$ cat src/rtl/reduction_ctrl_pkg.sv
// reduction_ctrl_pkg: shared definitions for the reduction-tree controller.
//   - switch command encodings (passed through to the adder switches untouched)
//   - controller FSM state encoding
//   - cfg_w(): per-switch context width, {add_en, cmd[2:0], sel[SEL_IN-1:0]}
package reduction_ctrl_pkg;

  typedef enum logic [2:0] {
    CMD_NA      = 3'b000,
    CMD_FWD     = 3'b001,
    CMD_ADD     = 3'b010,
    CMD_VN_L    = 3'b011,
    CMD_VN_R    = 3'b100,
    CMD_VN_BOTH = 3'b101
  } cmd_e;

  typedef enum logic [1:0] {
    IDLE  = 2'd0,
    RUN   = 2'd1,
    DRAIN = 2'd2
  } state_e;

  function automatic int cfg_w(input int sel_in);
    return 4 + sel_in;
  endfunction

endpackage

$ cat src/rtl/reduction_ctrl_fifo.sv
// ctx_fifo: 2-entry context FIFO.
//   clk, rst    : clock, synchronous active-low reset
//   push, ready : push handshake; ready is registered (!full of the next count)
//   din         : context pushed on push && ready
//   pop         : drop the head entry (ignored when empty)
//   head, empty : current head entry, FIFO empty flag
module ctx_fifo #(
  parameter int W = 8
) (
  input  logic         clk,
  input  logic         rst,
  input  logic         push,
  output logic         ready,
  input  logic [W-1:0] din,
  input  logic         pop,
  output logic [W-1:0] head,
  output logic         empty
);

  logic [1:0][W-1:0] mem;
  logic              wr_ptr, rd_ptr;
  logic [1:0]        count, count_nx;
  logic              push_fire, pop_fire;

  assign push_fire = push && ready;
  assign pop_fire  = pop && (count != 2'd0);
  assign count_nx  = count + 2'(push_fire) - 2'(pop_fire);

  always_ff @(posedge clk) begin
    if (!rst) begin
      count  <= 2'd0;
      wr_ptr <= 1'b0;
      rd_ptr <= 1'b0;
      ready  <= 1'b0;
    end else begin
      count <= count_nx;
      // ready looks one cycle ahead so it can be a plain flop
      ready <= (count_nx != 2'd2);
      if (push_fire) wr_ptr <= ~wr_ptr;
      if (pop_fire)  rd_ptr <= ~rd_ptr;
    end
  end

  // storage needs no reset: count gates every read
  always_ff @(posedge clk) begin
    if (push_fire) mem[wr_ptr] <= din;
  end

  assign head  = mem[rd_ptr];
  assign empty = (count == 2'd0);

endmodule

$ cat src/rtl/reduction_ctrl.sv
// reduction_ctrl: sequences contexts through a LEVELS-deep adder-switch tree.
// A launch streams i_len leaf vectors (RUN); the valid wavefront then walks
// down one level per cycle (DRAIN) and o_done pulses as it leaves the last
// level. Each level's switch configuration is reloaded just as the new
// wavefront reaches it, so the tail of the previous stream is undisturbed.
//   clk, rst                          : clock, synchronous active-low reset
//   i_cfg_valid/o_cfg_ready/i_cfg_data: context push into 2-entry FIFO
//   i_start, i_len                    : launch head context for i_len vectors
//   o_in_ready                        : leaf data accepted this cycle
//   o_sw_valid/add_en/cmd/sel         : per-switch drive, switch s at level s/SW_PER_LVL
//   o_busy, o_done, o_err             : status (done = 1-cycle pulse, err sticky)
// Optional build macro REDUCTION_CTRL_PERF_EN adds o_run_cycles (cycles in
// RUN/DRAIN, saturating) and o_ctx_count (completed contexts, wrapping).
module reduction_ctrl
  import reduction_ctrl_pkg::*;
#(
  parameter  int LEVELS     = 3,
  parameter  int SW_PER_LVL = 4,
  parameter  int SEL_IN     = 2,
  parameter  int CNT_W      = 16,
  localparam int NUM_SW     = LEVELS * SW_PER_LVL,
  localparam int CFG_W      = cfg_w(SEL_IN)
) (
  input  logic                    clk,
  input  logic                    rst,
  input  logic                    i_cfg_valid,
  output logic                    o_cfg_ready,
  input  logic [NUM_SW*CFG_W-1:0] i_cfg_data,
  input  logic                    i_start,
  input  logic [CNT_W-1:0]        i_len,
  output logic                    o_in_ready,
  output logic [NUM_SW-1:0]       o_sw_valid,
  output logic [NUM_SW-1:0]       o_sw_add_en,
  output logic [3*NUM_SW-1:0]     o_sw_cmd,
  output logic [SEL_IN*NUM_SW-1:0] o_sw_sel,
`ifdef REDUCTION_CTRL_PERF_EN
  output logic [31:0]             o_run_cycles,
  output logic [15:0]             o_ctx_count,
`endif
  output logic                    o_busy,
  output logic                    o_done,
  output logic                    o_err
);

  localparam int LVL_W = SW_PER_LVL * CFG_W;
  localparam int CTX_W = NUM_SW * CFG_W;

  state_e             state, state_nx;
  logic [CNT_W-1:0]   cnt;
  logic [CTX_W-1:0]   head;
  logic               empty;
  logic               start_ok, launch;
  logic               run, busy, done;
  logic               err;
  logic [LEVELS-1:0]  vld_pipe, ld_pipe;
  logic [LEVELS-1:1]  vld_dly, ld_dly;
  logic [CTX_W-1:0]   cfg_q;

  // head stays in the FIFO until o_done, so every level reads it directly
  ctx_fifo #(.W(CTX_W)) u_fifo (
    .clk   (clk),
    .rst   (rst),
    .push  (i_cfg_valid),
    .ready (o_cfg_ready),
    .din   (i_cfg_data),
    .pop   (done),
    .head  (head),
    .empty (empty)
  );

  assign start_ok = i_start && (state == IDLE) && !empty;
  assign launch   = start_ok && (i_len != '0);

  // ---- FSM: state register ----
  always_ff @(posedge clk) begin
    if (!rst) begin
      state <= IDLE;
      cnt   <= '0;
    end else begin
      state <= state_nx;
      unique case (state)
        IDLE:    if (start_ok) cnt <= i_len;
        // cnt counts remaining RUN cycles, then the LEVELS drain cycles down to 0
        RUN:     cnt <= (cnt == CNT_W'(1)) ? CNT_W'(LEVELS - 1) : cnt - 1'b1;
        DRAIN:   if (cnt != '0) cnt <= cnt - 1'b1;
        default: cnt <= '0;
      endcase
    end
  end

  // ---- FSM: next state ----
  always_comb begin
    state_nx = state;
    unique case (state)
      // zero-length launch goes straight to DRAIN with cnt = 0: done next cycle
      IDLE:    if (start_ok) state_nx = (i_len == '0) ? DRAIN : RUN;
      RUN:     if (cnt == CNT_W'(1)) state_nx = DRAIN;
      DRAIN:   if (cnt == '0) state_nx = IDLE;
      default: state_nx = IDLE;
    endcase
  end

  // ---- FSM: outputs ----
  always_comb begin
    run  = (state == RUN);
    busy = (state != IDLE);
    done = (state == DRAIN) && (cnt == '0);
  end

  // ---- wavefront: valids and config loads walk one level per cycle ----
  assign vld_pipe = {vld_dly, run};
  assign ld_pipe  = {ld_dly, launch};

  always_ff @(posedge clk) begin
    if (!rst) begin
      vld_dly <= '0;
      ld_dly  <= '0;
      cfg_q   <= '0;
      err     <= 1'b0;
    end else begin
      vld_dly <= vld_pipe[LEVELS-2:0];
      ld_dly  <= ld_pipe[LEVELS-2:0];
      for (int l = 0; l < LEVELS; l++)
        if (ld_pipe[l]) cfg_q[l*LVL_W +: LVL_W] <= head[l*LVL_W +: LVL_W];
      if (i_start && !start_ok) err <= 1'b1;
    end
  end

  for (genvar s = 0; s < NUM_SW; s++) begin : g_sw
    assign o_sw_valid[s]                = vld_pipe[s / SW_PER_LVL];
    assign o_sw_add_en[s]               = cfg_q[s*CFG_W + CFG_W - 1];
    assign o_sw_cmd[3*s +: 3]           = cfg_q[s*CFG_W + SEL_IN +: 3];
    assign o_sw_sel[s*SEL_IN +: SEL_IN] = cfg_q[s*CFG_W +: SEL_IN];
  end

  assign o_in_ready = run;
  assign o_busy     = busy;
  assign o_done     = done;
  assign o_err      = err;

`ifdef REDUCTION_CTRL_PERF_EN
  always_ff @(posedge clk) begin
    if (!rst) begin
      o_run_cycles <= '0;
      o_ctx_count  <= '0;
    end else begin
      if (busy && (o_run_cycles != '1)) o_run_cycles <= o_run_cycles + 1'b1;
      if (done) o_ctx_count <= o_ctx_count + 1'b1;
    end
  end
`endif

endmodule

$ cat config.mk
export PLATFORM = sky130hd
export DESIGN_NAME = reduction_ctrl
export DESIGN_NICKNAME = d
export VERILOG_FILES = /design/src/rtl/reduction_ctrl_pkg.sv /design/src/rtl/reduction_ctrl_fifo.sv /design/src/rtl/reduction_ctrl.sv
export SDC_FILE = /design/constraint.sdc
export NUM_CORES = 1
export LEC_CHECK = 0
export BUFFER_PORTS_ARGS = -buffer_cell sky130_fd_sc_hd__buf_2
export CORE_MARGIN = 4
export CORE_UTILIZATION = 55
export DETAILED_ROUTE_END_ITERATION = 16
export PLACE_DENSITY = 0.81
export SYNTH_ARGS = -nofsm -noshare
export SYNTH_HDL_FRONTEND = slang
export SYNTH_SLANG_ARGS = --single-unit
$ cat constraint.sdc
create_clock -name clk -period 4.63 [get_ports clk]
set_input_delay 0.2315 -clock clk [delete_from_list [all_inputs] [get_ports clk]]
set_output_delay 0.2315 -clock clk [all_outputs]
set_load 0.02 [all_outputs]
### Word-level counts from Yosys, hierarchy flattened

Cells that the tools add are included.

| cells by class | value |
|---|---|
| $add $sub $neg | 3 |
| magnitude comparators | 3 |
| equality and inequality tests | 8 |
| muxes and demuxes | 14 |
| bitwise logic cells | 2 |
| reductions and logical operators | 20 |

Operator list:

| cell | count |
|---|---|
| two-way mux 72 bit | 3 |
| bitwise mux 144 bit | 1 |
| demux 72 bit (select 1 bit) | 1 |
| two-way mux 16 bit | 3 |
| case mux 16 bit (3 select lines) | 1 |
| logical NOT 16 bit | 2 |
| nonzero test 16 bit | 2 |
| equality test 16 x 1 -> 1 bit, second input constant | 1 |
| subtractor 16 x 1 -> 16 bit, second input constant | 1 |
| logical AND 1 bit | 8 |
| two-way mux 2 bit | 4 |
| inequality test 2 bit, second input constant | 4 |
| case mux 2 bit (3 select lines) | 1 |
| logical NOT 2 bit | 2 |
| < comparator 1 x 2 -> 1 bit, second input constant | 2 |
| nonzero test 2 bit | 2 |
| AND reduction 3 bit | 1 |
| adder 2 x 1 -> 2 bit | 1 |
| equality test 2 x 1 -> 1 bit, second input constant | 1 |
| equality test 2 bit, second input constant | 1 |
| logical NOT 1 bit | 2 |
| inequality test 2 x 1 -> 1 bit, second input constant | 1 |
| NOT 1 bit | 2 |
| AND reduction 2 bit | 1 |
| 2 further kinds | 2 |

| word-level totals | value |
|---|---|
| register bits | 244 |
| input port bits | 92 |
| output and inout bits | 89 |
| logic and storage cells | 64 |

### Longest topological paths before layout

Gate-level depths: netlist (run 1).

| depth | value |
|---|---|
| depth after elaboration | 5 |
| gate-level depth with buffers | 12 |
| depth with buffers taken out | 12 |

### Cells and area by module

From an unflattened synthesis (run 1), not the netlist that was laid out.

| unflattened totals | value |
|---|---|
| cells, all modules | 671 |
| area total of the unflattened synthesis | 9776.9 um^2 |

Modules (own cells, without submodules):

| module | times used | cells an instance | area an instance (um^2) | sequential area each (um^2) |
|---|---|---|---|---|
| ctx_fifo | 1 | 246 | 5769.3 | 4424.2 |
| reduction_ctrl | 1 | 425 | 4007.6 | 1901.8 |

### Least setup slack after synthesis (run 1)

Ideal clock, no wire load.

| timing | value |
|---|---|
| path type | flip-flop to flip-flop |
| from | register u_fifo.ready |
| to | register u_fifo.mem[0] in the netlist's numbering (enable) |
| setup time | 0.503 ns |
| arrival | 3.596 ns |
| required time | 4.127 ns |
| setup slack | 0.531 ns |
| stages on the path, launching flop included | 3 |
| buffers on the path | 0 |
| clock period less this slack | 4.099 ns |
| cell sequence | dfxtp_1 -> nand2_1 -> nor2_1 |

| on the way | value |
|---|---|
| longest elaborated chain between the ends | 1 |

RTL lines:

| element | RTL line | source |
|---|---|---|
| start, declared | reduction_ctrl_fifo.sv:13 | `output logic ready,` |
| start signal, assigned | reduction_ctrl_fifo.sv:38 | `ready <= (count_nx != 2'd2);` |
| logical AND 1 bit | reduction_ctrl_fifo.sv:25 | `assign push_fire = push && ready;` |
| end signal, assigned by index | reduction_ctrl_fifo.sv:46 | `if (push_fire) mem[wr_ptr] <= din;` |
| end, declared | reduction_ctrl_fifo.sv:20 | `logic [1:0][W-1:0] mem;` |

Every way passes these cells.
A chain may end at the register's enable or synchronous reset.

### Worst setup path after layout (run 1)

| timing | value |
|---|---|
| from | register cnt[0] |
| to | register u_fifo.ready |

| on the way | value |
|---|---|
| longest elaborated chain between the ends | 5 |

RTL lines:

| element | RTL line | source |
|---|---|---|
| start, declared | reduction_ctrl.sv:49 | `logic [CNT_W-1:0] cnt;` |
| start signal, assigned | reduction_ctrl.sv:82 | `IDLE: if (start_ok) cnt <= i_len;` |
| start signal, assigned | reduction_ctrl.sv:84 | `RUN: cnt <= (cnt == CNT_W'(1)) ? CNT_W'(LEVELS - 1) : cnt - 1'b1;` |
| start signal, assigned | reduction_ctrl.sv:85 | `DRAIN: if (cnt != '0) cnt <= cnt - 1'b1;` |
| logical NOT 16 bit | reduction_ctrl.sv:107 | `done = (state == DRAIN) && (cnt == '0);` |
| logical AND 1 bit | reduction_ctrl.sv:107 |  |
| logical AND 1 bit | reduction_ctrl_fifo.sv:26 | `assign pop_fire = pop && (count != 2'd0);` |
| via u_fifo.pop_fire | reduction_ctrl_fifo.sv:23 | `logic push_fire, pop_fire;` |
| subtractor 2 x 1 -> 2 bit | reduction_ctrl_fifo.sv:27 | `assign count_nx = count + 2'(push_fire) - 2'(pop_fire);` |
| inequality test 2 bit | reduction_ctrl_fifo.sv:38 |  |

The timed path passes the listed nets, and every way through them passes these cells.

==> impl_metrics.env, run 1 <==
export IMPL_outcome="completed"
export IMPL_setup_violations=0
export IMPL_crit_buf_inv=2
export IMPL_cpMostUsedCell="ha_1"
export IMPL_syn_num_nets=768
export IMPL_grt_overflow=0
export IMPL_std_cell_rows=47
export IMPL_hold_path_class="in2reg"
export IMPL_maxCapViolCount=0
export IMPL_syn_area_um2=9321
export IMPL_worstHoldStart="i_len[14]"
export IMPL_antenna_found_initial=1
export IMPL_r2r_start="cnt[0]"
export IMPL_finalClockSkew_ps=20.47
export IMPL_synth_warnings=0
export IMPL_cp_required_ps=5040
export IMPL_r2r_setup_slack_ps=1610
export IMPL_die_height_um=138.2
export IMPL_maxSlewHeadroom=0.3488
export IMPL_start_util=0.5621
export IMPL_r2r_cells=12
export IMPL_max_stage_delay_ps=620
export IMPL_cts_buffer_depth=3
export IMPL_gr_max_usage_layer="met2"
export IMPL_syn_inst=672
export IMPL_tightest_slew_ps=976.7
export IMPL_gr_usage_all_layers=0.2152
export IMPL_num_vias=6421
export IMPL_synth_common_cells="edfxtp_1, dfxtp_1, nand2_1"
export IMPL_synth_top_area_share=0.4639
export IMPL_max_freq_mhz=331.4
export IMPL_clk_insertion_delay_late_ps=530
export IMPL_drc=0
export IMPL_final_setup_tns_ps=0
export IMPL_cts_inserted_buffers=26
export IMPL_grt_pass1_vias=6558
export IMPL_ctsHtreeMaxLevel=1
export IMPL_hold_depth=3
export IMPL_cts_num_sinks=244
export IMPL_crit_path_start="cnt[0]"
export IMPL_synth_most_common_cell="edfxtp_1"
export IMPL_routed_wl_mm=21.10
export IMPL_timing_final_hold_violations=0
export IMPL_slew_viol_final=0
export IMPL_dp_worst_setup_slack_ps=1677
export IMPL_synth_seq_cells=244
export IMPL_drt_iter0_markers=424
export IMPL_path_cells="inv_1 > ha_1 > nor3b_1 > nand4b_1 > nor3_1 > and2_1 > ha_1 > inv_1 > ha_1 > xor2_1 > xnor2_1 > o21a_1"
export IMPL_slowest_stage="nor3b_1"
export IMPL_reg2reg_to="u_fifo.ready"
export IMPL_placement_io_buffers=180
export IMPL_synth_area_top_cells="edfxtp_1, dfxtp_1, mux2i_1"
export IMPL_period_share=0.6516
export IMPL_finalCriticalPeriod_ps=3017
export IMPL_crit_arrival_ps=3430
export IMPL_grt_max_degree=59
export IMPL_p_per_area_nw_per_um2=419.9
export IMPL_final_cell_area_um2=12050
export IMPL_fill_cells=1100
export IMPL_rsz0062_at_grt="false"
export IMPL_tritoncts="yes"
export IMPL_synthDistinctLibCells=57
export IMPL_peakVddDrop_mv=0.3659
export IMPL_start_kind="flop"
export IMPL_syn2layout_area_growth_pct=29.24
export IMPL_crit_fanout=6
export IMPL_critPathTopFamily="simple AND/OR/NAND/NOR gates"
export IMPL_placement_cell_area_um2=10330
export IMPL_cts_root_buffer="clkbuf_16"
export IMPL_gp_congestion=0.9072
export IMPL_cts_hold_buf=82
export IMPL_holdPathEnd="cnt[14]"
export IMPL_met1_usage=0.2629
export IMPL_cp_end_kind="flop"
export IMPL_post_dp_hpwl_mm=12.26
export IMPL_yosysSeqAreaShare=0.6787
export IMPL_grt_util_met3=0.04144
export IMPL_pin_count=181
export IMPL_die_w_um=138.2
export IMPL_route_antenna_remaining_nets=0
export IMPL_postCtsSetupBuffers=0
export IMPL_die_area_um2=19100
export IMPL_cts_clk_slew_worst_paths_ps=60
export IMPL_layout_drive_gt1_share=0.2553
export IMPL_nets=1016
export IMPL_async_flop_share=0
export IMPL_synth_top_area_cell="edfxtp_1"
export IMPL_use_met2=0.3849
export IMPL_synth_edf_count=144
export IMPL_p_leak_uw=0.005180
export IMPL_avgRoutedWirePerCell_um=18.16
export IMPL_path_class="reg2reg"
export IMPL_coreArea_um2=16580
export IMPL_setup_ws_ps=1613
export IMPL_dr_pass1_iters=6
export IMPL_grt_pass1_wl_mm=34.04
export IMPL_cts_resized=0
export IMPL_viasPerCell=5.526
export IMPL_avgSynthCellArea_um2=13.87
export IMPL_ys_flop_type="edfxtp_1"
## state kept, by name, summed over array words and instances, names as in the netlist
name           cells
u_fifo.mem       144
cfg_q             72
cnt               16
ld_dly             2
state              2
u_fifo.count       2
vld_dly            2
o_err              1
u_fifo.rd_ptr      1
u_fifo.ready       1
u_fifo.wr_ptr      1
## worst register-to-register path, delay by kind of cell, from the launching register on
kind | cells | cell delay [ps]
AND/OR/NAND/NOR | 4 | 1380
adder cells (fa/ha/maj) | 3 | 580
flip-flops | 1 | 350
XOR/XNOR | 2 | 290
AO/OA/AOI/OAI | 1 | 170
buffers and inverters | 2 | 160
## cells by family (layout without fill, tap and decap cells)
group                      count (synthesis)  after routing  synth area share
adders and majority gates                  4              4          0.005369
buffers and inverters                     58            326           0.02926
AOI/OAI and AO/OA                        121            121            0.1168
other                                      0              2                 0
xor gates and xnor gates                   4              4          0.003759
DFF                                      244            244            0.6787
muxes                                     73             73           0.07893
and+or+nand+nor                          168            168           0.08725
## layer usage
metal,wire length (um),vias to the layer above
met5,0,-
met4,544,0
met3,1292,48
met2,10830,241
met1,8425,3125
li1,-,3007
## through the flow
step,hold slack (ps),utilization,power (uW),std cells
final,36.46,0.7264,5058,1162
after global routing,47.25,0.7263,5240,1161
after CTS,13.11,0.7261,5072,1160
after detailed placement,422.2,0.6229,2924,1030
after global placement,419.6,0.6229,2913,1030
after floorplan,330.4,-,2775,672
## how the worst max path moves through the flow
stage,end,slack [ps],cells after the start
floorplan,u_fifo.mem[0],530,2
global placement,u_fifo.ready,1790,12
detailed placement,u_fifo.ready,1680,12
CTS,u_fifo.ready,1650,12
global route,u_fifo.ready,1180,12
finish,u_fifo.ready,1610,12
## final cells by class
class	instances	area (um^2)	share of cell area
Antenna cell	2	5.005	0.0004155
Clock buffer	39	740.7	0.06149
Clock inverter	9	150.1	0.01246
Inverter	8	30.03	0.002493
Multi-Input combinational cell	370	2731	0.2267
Sequential cell	244	6330	0.5254
Tap cell	220	275.3	0.02285
Timing Repair Buffer	270	1784	0.1481
## where the power goes
group,leakage (uW),internal [uW],switching (uW)
logic,0.00262,201,289
registers,0.00213,2400,49.7
clock network,0.000424,1280,833
total,0.00518,3890,1170
## placed cells by master (no fill, tap or decap), types with 4 or more instances in the layout
| master | instances |
|---|---|
| a21boi_1 | 4 |
| a21oi_1 | 5 |
| and2_1 | 11 |
| buf_2 | 179 |
| buf_4 | 9 |
| clkbuf_1 | 10 |
| clkbuf_16 | 27 |
| dfxtp_1 | 99 |
| dlygate4sd3_1 | 82 |
| edfxtp_1 | 144 |
| ha_1 | 4 |
| inv_1 | 8 |
| mux2i_1 | 72 |
| nand2_1 | 88 |
| nand3_1 | 15 |
| nand4_1 | 5 |
| nor2_1 | 11 |
| nor2b_1 | 4 |
| nor3_1 | 8 |
| nor4_1 | 6 |
| o211a_1 | 72 |
| o21ai_0 | 4 |
| o21ai_1 | 8 |
Power figures use the tool's default switching activity.
==> run 2, diff against run 1 <==
==> constraint.sdc (replaced) <==
create_clock -name clk -period 2.9 [get_ports clk]
set_input_delay 0.145 -clock clk [delete_from_list [all_inputs] [get_ports clk]]
set_output_delay 0.145 -clock clk [all_outputs]
set_load 0.02 [all_outputs]
==> impl_metrics.env, run 2 (synthesis results as in run 1) <==
export IMPL_slew_viol_final=0
export IMPL_grt_overflow=0
export IMPL_maxCapViolCount=0
export IMPL_post_dp_hpwl_mm=12.30
export IMPL_route_antenna_remaining_nets=0
export IMPL_finalClockSkew_ps=14.24
export IMPL_final_common_cell="buf_2"
export IMPL_setup_ws_ps=308.3
export IMPL_die_area_um2=19100
export IMPL_maxSlewHeadroom=0.4455
export IMPL_fin_hold_ws_ps=27.79
export IMPL_nets=1028
export IMPL_r2r_start="cnt[1]"
export IMPL_period_share=0.8937
export IMPL_tritoncts="yes"
export IMPL_r2r_setup_slack_ps=310
export IMPL_cp_required_ps=3320
export IMPL_max_freq_mhz=385.8
export IMPL_die_w_um=138.2
export IMPL_cts_root_buffer="clkbuf_16"
export IMPL_cp_endpoint="u_fifo.ready"
export IMPL_drc=0
export IMPL_cp_end_kind="flop"
export IMPL_peakVddDrop_mv=0.6989
export IMPL_path_class="reg2reg"
export IMPL_drt_iter0_markers=322
export IMPL_antenna_found_initial=1
export IMPL_cts_num_sinks=244
export IMPL_viasPerCell=5.358
export IMPL_start_kind="flop"
export IMPL_r2r_cells=12
export IMPL_top_register="u_fifo.mem"
export IMPL_final_cell_area_um2=12230
export IMPL_clk_insertion_delay_late_ps=540
export IMPL_tightest_slew_ps=827.9
export IMPL_std_cell_rows=47
export IMPL_worstHoldStart="i_len[15]"
export IMPL_finalCriticalPeriod_ps=2592
export IMPL_dp_worst_setup_slack_ps=-57.52
export IMPL_placement_cell_area_um2=10440
export IMPL_crit_path_start="cnt[1]"
export IMPL_grt_pass1_wl_mm=34.25
export IMPL_outcome="completed"
export IMPL_grt_pass1_vias=6572
export IMPL_placement_io_buffers=180
export IMPL_die_height_um=138.2
export IMPL_dr_pass1_iters=6
export IMPL_crit_arrival_ps=3010
export IMPL_start_util=0.5621
export IMPL_rsz0062_at_grt="false"
export IMPL_cts_inserted_buffers=26
export IMPL_syn2layout_area_growth_pct=31.17
export IMPL_final_cell_mix="buf_2, edfxtp_1, dfxtp_1, nand2_1, dlygate4sd3_1"
export IMPL_pin_count=181
export IMPL_avgRoutedWirePerCell_um=18.16
export IMPL_gp_congestion=0.8846
export IMPL_crit_fanout=6
export IMPL_timing_final_hold_violations=0
export IMPL_p_per_area_nw_per_um2=670.4
export IMPL_gr_usage_all_layers=0.2185
export IMPL_routed_wl_mm=21.30
export IMPL_grt_max_degree=73
export IMPL_reg2reg_to="u_fifo.ready"
export IMPL_layout_drive_gt1_share=0.2700
export IMPL_ctsHtreeMaxLevel=1
export IMPL_largestRegisters="u_fifo.mem x144, cfg_q x72, cnt x16"
export IMPL_setup_violations=0
export IMPL_coreArea_um2=16580
export IMPL_p_leak_uw=0.005269
export IMPL_num_vias=6285
export IMPL_largest_reg_flops=144
export IMPL_cts_clk_slew_worst_paths_ps=60
export IMPL_cts_buffer_depth=3
export IMPL_hold_path_class="in2reg"
==> run 2: cell count changes in the layout (fill, tap and decap cells not counted), moves of 2 or more <==
cell	change
clkbuf_8	+2
clkinv_2	+3
buf_12	+3
clkbuf_1	-5
buf_4	+6
dlygate4sd3_1	+3
==> run 2: final cells by class <==
type	instances	area, um^2
diodes	1	2.502
clock buffers	35	724.4
clock inverters	13	192.7
fillers	1076	4357
inverters	8	30.03
multi-input cells	370	2753
flip-flops and latches	244	6330
well taps	220	275.3
repair buffers	282	1919
==> run 2: worst max-delay path, stage by stage (launching register included) <==
cell	delay, ps
dfxtp_1	330
inv_1	90
ha_1	190
nor3b_4	320
nand4b_1	220
nor3_2	240
and2_1	190
ha_1	240
inv_1	60
ha_1	150
xor2_1	190
xnor2_1	110
o21a_1	170
==> run 2: power breakdown <==
group          leakage (uW)  switching (uW)  internal, uW
Sequential          0.00213            75.8          3830
Combinational       0.00269             476           351
Clock              0.000444            1340          2120
Total               0.00527            1890          6300
==> run 2: worst min-delay path by stage <==
| stage | endpoint | slack, ps | cells after the start |
|---|---|---|---|
| after floorplan | u_fifo.mem[0] | 240 | 0 |
| after global placement | u_fifo.mem[14] | 330 | 1 |
| after detailed placement | u_fifo.mem[95] | 340 | 1 |
| after CTS | cnt[15] | 20 | 5 |
| after global routing | cnt[15] | 60 | 5 |
| final | cnt[15] | 30 | 5 |
==> run 2: metrics by stage <==
step	util	power, uW	std cells	setup TNS (ps)
global route	0.7373	8490	1173	0
CTS	0.7363	8202	1171	0
finish	0.7373	8197	1173	0
detailed placement	0.6294	4691	1038	-82.69
floorplan	-	4430	672	0
global placement	0.6294	4679	1038	0
==> run 2: what timing repair did <==
action	CTS	global route
hold buffers	85	0
cloned	0	0
resized for setup	1	1
hold endpoints to repair	157	0
endpoints found under the setup margin	2	2
buffers inserted	0	1
==> run 2: per-layer routing <==
layer / vias up / global-route usage / share of wire
met1: 2992 / 0.2610 / 0.39
li1: 3033 / - / -
met5: - / 0 / 0
met4: 0 / 0.06656 / 0.030
met2: 215 / 0.3990 / 0.52
met3: 45 / 0.04385 / 0.058
==> run 3, diff against run 2 <==
--- a/config.mk
+++ b/config.mk
@@ -10,6 +10,8 @@
 export CORE_UTILIZATION = 55
 export DETAILED_ROUTE_END_ITERATION = 16
 export PLACE_DENSITY = 0.81
+export SLEW_MARGIN = 20
 export SYNTH_ARGS = -nofsm -noshare
 export SYNTH_HDL_FRONTEND = slang
+export SYNTH_HIERARCHICAL = 1
 export SYNTH_SLANG_ARGS = --single-unit
==> impl_metrics.env, run 3 <==
export IMPL_crit_path_start="cnt[1]"
export IMPL_ctsHtreeMaxLevel=1
export IMPL_r2r_setup_slack_ps=250
export IMPL_peakVddDrop_mv=0.5733
export IMPL_outcome="completed"
export IMPL_maxCapViolCount=0
export IMPL_rsz0062_at_grt="false"
export IMPL_synth_warnings=6
export IMPL_viasPerCell=5.356
export IMPL_cts_clk_slew_worst_paths_ps=60
export IMPL_placement_io_buffers=180
export IMPL_path_class="reg2reg"
export IMPL_tritoncts="yes"
export IMPL_period_share=0.9127
export IMPL_grt_max_degree=44
export IMPL_synth_edf_count=144
export IMPL_r2r_cells=13
export IMPL_power_uw=8102
export IMPL_syn_num_nets=767
export IMPL_synth_top_area_cell="edfxtp_1"
export IMPL_die_w_um=141.3
export IMPL_dr_pass1_iters=5
export IMPL_start_util=0.5633
export IMPL_setup_violations=0
export IMPL_route_antenna_remaining_nets=0
export IMPL_async_flop_share=0
export IMPL_layout_drive_gt1_share=0.3420
export IMPL_p_leak_uw=0.005156
export IMPL_antenna_found_initial=1
export IMPL_dp_worst_setup_slack_ps=199.5
export IMPL_final_cell_mix="buf_2, edfxtp_1, dfxtp_1, dlygate4sd3_1, nor2_1"
export IMPL_start_kind="flop"
export IMPL_finalClockSkew_ps=9.426
export IMPL_yosysSeqAreaShare=0.6470
export IMPL_largestRegisters="u_fifo/mem x144, cfg_q x72, cnt x16"
export IMPL_cp_end_kind="flop"
export IMPL_gp_congestion=0.9087
export IMPL_timing_final_hold_violations=0
export IMPL_die_height_um=141.3
export IMPL_synth_most_common_cell="edfxtp_1"
export IMPL_cts_num_sinks=244
export IMPL_synth_seq_cells=244
export IMPL_gr_usage_all_layers=0.2201
export IMPL_crit_arrival_ps=3060
export IMPL_drc=0
export IMPL_coreArea_um2=17360
export IMPL_avgRoutedWirePerCell_um=18.73
export IMPL_avgSynthCellArea_um2=14.57
export IMPL_ys_flop_type="edfxtp_1"
export IMPL_max_freq_mhz=377.8
export IMPL_grt_overflow=0
export IMPL_reg2reg_to="u_fifo/ready"
export IMPL_grt_pass1_vias=6579
export IMPL_post_dp_hpwl_mm=13.20
export IMPL_drt_iter0_markers=391
export IMPL_cts_buffer_depth=3
export IMPL_top_register="u_fifo/mem"
export IMPL_cts_inserted_buffers=25
export IMPL_syn_inst=671
export IMPL_largest_reg_flops=144
export IMPL_clk_insertion_delay_late_ps=520
export IMPL_cp_required_ps=3320
export IMPL_maxSlewHeadroom=0.3887
export IMPL_r2r_start="cnt[1]"
export IMPL_synth_top_area_share=0.4423
export IMPL_finalCriticalPeriod_ps=2647
export IMPL_setup_ws_ps=253.1
export IMPL_synth_common_cells="edfxtp_1, dfxtp_1, nor2_1"
export IMPL_nets=1036
export IMPL_p_per_area_nw_per_um2=644.3
export IMPL_crit_fanout=6
export IMPL_synthDistinctLibCells=62
export IMPL_pin_count=181
export IMPL_slew_viol_final=0
export IMPL_cts_root_buffer="clkbuf_16"
export IMPL_hold_path_class="in2reg"
export IMPL_num_vias=6347
export IMPL_syn_area_um2=9777
export IMPL_grt_pass1_wl_mm=35.07
export IMPL_final_common_cell="buf_2"
export IMPL_routed_wl_mm=22.20
export IMPL_syn2layout_area_growth_pct=28.63
export IMPL_std_cell_rows=48
export IMPL_final_setup_tns_ps=0
export IMPL_synth_area_top_cells="edfxtp_1, dfxtp_1, mux2_4"
export IMPL_cp_endpoint="u_fifo/ready"
export IMPL_tightest_slew_ps=915.9
export IMPL_fill_cells=1117
export IMPL_die_area_um2=19970
==> run 3: cell types whose count changed in the layout (fill, tap and decap cells not counted), moves of 5 or more <==
| cell | delta |
|---|---|
| nor2_1 | +74 |
| nand2_1 | -72 |
| o211a_1 | -72 |
| mux2_4 | +69 |
| nand3_1 | -12 |
| o21ai_0 | +9 |
| o21ai_1 | -7 |
| and2_1 | -5 |
==> run 3: layout make-up <==
cell class                 instances  area [um^2]  area share
clock buffer                      36        718.2     0.05711
sequential                       244         6331      0.5034
antenna                            1        2.502   0.0001990
timing repair buffer             283         1939      0.1542
inverter                          13        48.80    0.003880
multi-input combinational        373         3109      0.2472
tap                              225        281.5     0.02239
clock inverter                    10        145.1     0.01154
==> run 3: repair_timing <==
item,in CTS,in global routing
endpoints found under the hold margin,163,0
resized for setup,0,3
hold buffers,86,0
buffers inserted,0,0
endpoints found under the setup margin,0,2
==> run 3: report_power, final <==
part	internal (uW)	total, uW	switching [uW]
clock network	2000	3320	1310
registers	3810	3900	84.0
logic	409	887	478
==> run 3: kinds of logic (layout without fill, tap and decap cells) <==
family,count (synthesis),count (layout),synth area share
AO/OA/AOI/OAI,55,55,0.03916
multiplexers,145,145,0.1845
AND/OR/NAND/NOR,165,165,0.08203
XOR/XNOR,4,4,0.003584
flip-flops,244,244,0.6470
other,0,1,0
buffers and inverters,54,342,0.03852
adder cells (fa/ha/maj),4,4,0.005119
==> run 3: layer usage <==
metal | vias up | routed length [um] | track usage
li1 | 3009 | - | -
met1 | 3055 | 8570 | 0.2726
met2 | 236 | 11370 | 0.3870
met3 | 47 | 1705 | 0.05258
met4 | 0 | 551 | 0.06017
met5 | - | 0 | 0
==> run 3: worst min-delay path by stage <==
stage	startpoint	to	slack [ps]	cells past startpoint
floorplan	i_cfg_data[0]	u_fifo/mem[0]	240	0
global placement	i_cfg_data[29]	u_fifo/mem[101]	330	1
detailed placement	i_cfg_data[68]	u_fifo/mem[140]	340	1
CTS	i_len[6]	cnt[6]	9	3
global route	i_len[6]	cnt[6]	80	3
finish	i_len[5]	cnt[5]	60	4
==> run 3: worst max-delay path, stage by stage, from the launching register on <==
cell     delay [ps]
dfxtp_1         360
inv_1           170
ha_4            180
or3b_2          500
nor2_2          140
nand3_2         110
inv_2            60
o21a_1          140
ha_1            240
inv_1            60
ha_1            140
xor2_1          180
xnor2_1         110
o21a_1          170
==> run 3: metrics by stage <==
| step | hold WS (ps) | utilization | instances | area (um^2) |
|---|---|---|---|---|
| floorplan | 243.9 | - | 671 | 9782 |
| global placement | 331.6 | 0.6242 | 1052 | 10830 |
| detailed placement | 336.0 | 0.6242 | 1052 | 10830 |
| CTS | 8.902 | 0.7235 | 1184 | 12560 |
| global route | 81.89 | 0.7246 | 1185 | 12580 |
| finish | 57.66 | 0.7246 | 1185 | 12580 |
